### config.mk
export PLATFORM = sky130hd
export DESIGN_NAME = approx_error_monitor
export DESIGN_NICKNAME = d
export VERILOG_FILES = /design/src/rtl/approx_error_monitor.sv
export SDC_FILE = /design/constraint.sdc
export NUM_CORES = 1
export LEC_CHECK = 0
export BUFFER_PORTS_ARGS = -buffer_cell sky130_fd_sc_hd__buf_2
export CAP_MARGIN = 25
export CORE_MARGIN = 2
export CORE_UTILIZATION = 35
export DETAILED_ROUTE_END_ITERATION = 16
export SYNTH_ARGS = -nofsm -noshare
export SYNTH_HDL_FRONTEND = slang
export SYNTH_SLANG_ARGS = --single-unit
### constraint.sdc
create_clock -name clk -period 2.8 [get_ports clk]
set_input_delay 0.56 -clock clk [delete_from_list [all_inputs] [get_ports clk]]
set_output_delay 0.56 -clock clk [all_outputs]
set_load 0.1 [all_outputs]
### src/rtl/approx_error_monitor.sv
// approx_error_monitor
//   Consumes one (exact, approximate) partition output pair per input vector and
//   accumulates error statistics over a full input sweep of 2**IN_W vectors:
//   error count, summed Hamming distance, summed absolute error and the largest
//   absolute error. Sits after an exact/approximate partition pair in the
//   on-chip evaluation harness.
//
// Ports
//   clk          in   1      rising-edge clock
//   rst          in   1      asynchronous, active-high reset
//   start        in   1      pulse: clear statistics and begin a sweep (ignored in RUN)
//   in_valid     in   1      exact_po/approx_po carry one vector's results
//   in_ready     out  1      monitor can accept a pair (high only in RUN)
//   exact_po     in   OUT_W  golden partition output, unsigned
//   approx_po    in   OUT_W  approximate partition output, unsigned
//   busy         out  1      sweep in progress (RUN)
//   done         out  1      sweep complete, statistics final (DONE)
//   vec_cnt      out  CNT_W  pairs accepted in current sweep
//   err_cnt      out  CNT_W  pairs with approx_po != exact_po
//   hd_sum       out  SUM_W  sum of popcount(approx_po ^ exact_po)
//   abs_err_sum  out  SUM_W  sum of |approx_po - exact_po|
//   max_abs_err  out  OUT_W  largest |approx_po - exact_po| this sweep
//
// Handshake: a pair transfers on a rising edge where in_valid and in_ready are
// both high. in_ready depends only on the registered state, never on in_valid,
// and in_valid is ignored whenever in_ready is low. The producer may insert
// gaps freely; there is no timeout.
//
// FSM state is fully observable on busy/done: IDLE = !busy & !done,
// RUN = busy, DONE = done.

module approx_error_monitor #(
    parameter int IN_W  = 7,
    parameter int OUT_W = 4,
    parameter int CNT_W = IN_W + 1,
    parameter int SUM_W = IN_W + OUT_W
) (
    input  logic             clk,
    input  logic             rst,
    input  logic             start,
    input  logic             in_valid,
    output logic             in_ready,
    input  logic [OUT_W-1:0] exact_po,
    input  logic [OUT_W-1:0] approx_po,
    output logic             busy,
    output logic             done,
    output logic [CNT_W-1:0] vec_cnt,
    output logic [CNT_W-1:0] err_cnt,
    output logic [SUM_W-1:0] hd_sum,
    output logic [SUM_W-1:0] abs_err_sum,
    output logic [OUT_W-1:0] max_abs_err
);

    typedef enum logic [1:0] {
        IDLE = 2'd0,
        RUN  = 2'd1,
        DONE = 2'd2
    } state_t;

    // vec_cnt value when the final vector of the sweep is being accepted
    localparam logic [CNT_W-1:0] LAST_IDX = CNT_W'((1 << IN_W) - 1);

    state_t state, state_next;

    logic             accept;
    logic             sweep_start;
    logic [OUT_W-1:0] diff;
    logic [OUT_W-1:0] ae;
    logic [SUM_W-1:0] pop;

    assign in_ready    = (state == RUN);
    assign busy        = (state == RUN);
    assign done        = (state == DONE);
    assign accept      = in_valid & in_ready;
    assign sweep_start = start & (state != RUN);
    assign diff        = approx_po ^ exact_po;

    // Absolute difference of unsigned operands; the result always fits OUT_W bits.
    always_comb begin
        ae = '0;
        if (approx_po >= exact_po) begin
            ae = approx_po - exact_po;
        end else begin
            ae = exact_po - approx_po;
        end
    end

    always_comb begin
        pop = '0;
        for (int i = 0; i < OUT_W; i++) begin
            pop = pop + SUM_W'(diff[i]);
        end
    end

    always_ff @(posedge clk or posedge rst) begin
        if (rst) begin
            state <= IDLE;
        end else begin
            state <= state_next;
        end
    end

    always_comb begin
        state_next = state;
        case (state)
            IDLE, DONE: begin
                if (start) begin
                    state_next = RUN;
                end
            end
            RUN: begin
                // The final accept updates statistics and enters DONE on the same edge.
                if (accept && (vec_cnt == LAST_IDX)) begin
                    state_next = DONE;
                end
            end
            default: state_next = IDLE;
        endcase
    end

    always_ff @(posedge clk or posedge rst) begin
        if (rst) begin
            vec_cnt     <= '0;
            err_cnt     <= '0;
            hd_sum      <= '0;
            abs_err_sum <= '0;
            max_abs_err <= '0;
        end else if (sweep_start) begin
            vec_cnt     <= '0;
            err_cnt     <= '0;
            hd_sum      <= '0;
            abs_err_sum <= '0;
            max_abs_err <= '0;
        end else if (accept) begin
            vec_cnt     <= vec_cnt + CNT_W'(1);
            err_cnt     <= err_cnt + CNT_W'(diff != '0);
            hd_sum      <= hd_sum + pop;
            abs_err_sum <= abs_err_sum + SUM_W'(ae);
            if (ae > max_abs_err) begin
                max_abs_err <= ae;
            end
        end
    end

endmodule

==> impl_metrics.tcl <==
set metrics [dict create \
    hold_ws_ns 0.377 \
    maxCapViolCount 0 \
    grt_pass1_wl_mm 9.20 \
    core-area_mm2 0.00718 \
    worst-setup-path-type "in -> reg" \
    syn-cell-area_mm2 0.00256 \
    multi_input_area_mm2 0.00153 \
    avgSynthCellArea_um2 10.1 \
    yosysSeqAreaShare 0.429 \
    setup_viol 0 \
    drive_gt1_frac 0.345 \
    critPathTopFamily "adder cells" \
    cts-buffers-inserted 5 \
    routabilityCongestion 0.740 \
    pin_count 57 \
    maxSlewViolCount 0 \
    grt_pass1_vias 1932 \
    status "finished clean" \
    cts_tree "yes" \
    ys_warn_count 0 \
    clock-skew-final_ns 0.00757 \
    avgRoutedWirePerCell_um 13.4 \
    startpoint "approx_po[0]" \
    fin_nets 369 \
    worstPathMaxFanout 3 \
    root_buffer "clkbuf_8" \
    fmax_mhz 365 \
    diodes 0 \
    die_x_um 89.6 \
    cp_slowest_cell "fa_2" \
    worst-path-buf-inv 3 \
    fp-row-count 31 \
    final_cell_mix "buf_2 (55), dfrtp_1 (43), nor2_1 (26)" \
    portBuffers 56 \
    worstMarginPinSlew_ns 0.884 \
    syn_inst 255 \
    synth.net_count 292 \
    drc 0 \
    critPathCaptureType "register" \
    period_share 0.979 \
    routed_wl_mm 5.79 \
    drt_iter0_markers 63 \
    hpwl_mm 4.12 \
    path_cells "buf_12 -> inv_12 -> ha_4 -> inv_2 -> fa_2 -> a21oi_4 -> o211ai_4 -> mux2_4 -> fa_2 -> a21o_1 -> a21oi_4 -> nor2_4 -> nand3_2 -> xor2_1 -> nor2_1" \
    clk_latency_ns 0.30 \
    relSlewSlack 0.408 \
    start_util 0.357 \
    ant_nets 0 \
    cts.path.max_buffers 2 \
    first_pass_iters 4 \
    start_kind "primary input" \
    hold_viol 0 \
    area_growth_syn_to_layout_pct 32.7 \
    synth-seq-cells 44 \
    reg2reg_from "hd_sum[0]$_DFFE_PP0P_" \
    clk_pin_slew_worst_paths_ns 0.08 \
    htree_levels 2 \
    globalRoute.totalOverflow 0 \
    antenna_found_initial 0 \
    critPathMaxStageDelay_ns 0.38 \
    cp.required_ns 2.99 \
    vias_per_cell 4.78 \
    final_common_cell "buf_2" \
    fillers 704 \
    rsz0062_at_grt "yes" \
    arrival_ns 2.93 \
    cts.sinks 44 \
    hp-class "in -> async" \
    synth_cell_type_count 35 \
    grt_usage 0.149 \
    grt_start_max_net_pins 45 \
    layout_min_cycle_time_ns 2.74 \
    dr_total_vias 2063 \
    fp.dieArea_mm2 0.00803 \
    final-seq-area_mm2 0.00110 \
    dieHeight_um 89.6 \
]
logic make-up after synthesis:
| kind of cell | Yosys count | share of synthesized area |
|---|---|---|
| buffers and inverters | 30 | 0.0478 |
| adder cells (fa/ha/maj) | 25 | 0.140 |
| AO/OA/AOI/OAI | 49 | 0.122 |
| flip-flops | 44 | 0.429 |
| XOR/XNOR | 23 | 0.0786 |
| AND/OR/NAND/NOR | 79 | 0.163 |
| multiplexers | 5 | 0.0200 |
what timing repair did:
action,in CTS,in global routing
pin swaps,18,21
gates resized for setup,9,16
hold endpoints to repair,0,0
setup buffers,3,4
hold buffers,0,0
setup endpoints to repair,8,13
cell usage after synthesis, drive strengths merged:
| cell type | number | area (um2) |
|---|---|---|
| dfrtp | 44 | 1100 |
| nor2 | 28 | 105 |
| inv | 23 | 86.3 |
| ha | 19 | 238 |
| a21oi | 16 | 80.1 |
| xor2 | 16 | 140 |
| o21ai | 14 | 70.1 |
| nand2 | 13 | 48.8 |
| nand4 | 11 | 90.1 |
| a22o | 8 | 70.1 |
| nand3 | 8 | 40.0 |
| or3 | 7 | 43.8 |
| xnor2 | 7 | 61.3 |
| a21o | 6 | 45.0 |
| fa | 6 | 120 |
| buf | 4 | 25.0 |
| mux2i | 4 | 40.0 |
| and3 | 3 | 23.8 |
| clkbuf | 3 | 11.3 |
| nor3b | 3 | 22.5 |
| o211ai | 2 | 25.0 |
| a211oi | 1 | 7.51 |
| and2 | 1 | 6.26 |
| and2b | 1 | 7.51 |
| and3b | 1 | 10.0 |
| mux2 | 1 | 11.3 |
| nand3b | 1 | 7.51 |
| nor3 | 1 | 5.00 |
| o21a | 1 | 7.51 |
| o22ai | 1 | 6.26 |
| or2b | 1 | 7.51 |
worst register-to-register path, stage by stage (launching register included):
cell and delay [ns]:
dfrtp_2 0.39, inv_1 0.06, fa_1 0.52, inv_1 0.05
fa_1 0.40, fa_2 0.38, nand2_1 0.10, nor2_1 0.08
nand3_1 0.09, xor2_1 0.15, nor2_1 0.05
through the flow:
stage / cells / setup TNS [ns] / worst slack [ns] / area [um2] / util
after global placement: 417 / -4.00 / -0.334 / 3090 / 0.431
final: 432 / 0 / 0.0574 / 3400 / 0.474
after global routing: 432 / -0.188 / -0.0590 / 3400 / 0.474
after floorplan: 255 / -0.0923 / -0.0306 / 2620 / -
after detailed placement: 417 / -5.29 / -0.472 / 3090 / 0.431
after CTS: 428 / -0.146 / -0.0777 / 3250 / 0.453
final timing paths:
kind | cells past startpoint | end | slack, ns
min | 3 | err_cnt[7]$_DFFE_PP0P_ | 0.38
min in group clk | 1 | state[0]$_DFFE_PP0P_ | 0.52
max reg2reg | 10 | hd_sum[6]$_DFFE_PP0P_ | 0.41
max | 15 | abs_err_sum[10]$_DFFE_PP0P_ | 0.06
max in group asynchronous | 3 | hd_sum[0]$_DFFE_PP0P_ | 2.02
min reg2reg | 1 | state[0]$_DFFE_PP0P_ | 0.52
cell type report:
type,instances,share of cell area
clock buffers,8,0.0265
inverters,23,0.0291
multi-input cells,181,0.450
flip-flops and latches,44,0.324
well taps,99,0.0364
repair buffers,77,0.134
sequential cells by signal, indices dropped and copies added, names as in the netlist:
name / cells
hd_sum: 11
state: 2
abs_err_sum: 11
err_cnt: 8
max_abs_err: 4
vec_cnt: 8
metal layers:
metal,wire [um],GRT usage,share of wire,vias up
met5,0,0,0,-
met4,76,0.0529,0.013,0
met3,324,0.0411,0.056,8
met2,2770,0.225,0.48,37
met1,2620,0.205,0.45,993
li1,-,-,-,1025
Power is not shown: default switching activity piles up to over one toggle a cycle in this logic, so the estimate is an artifact.
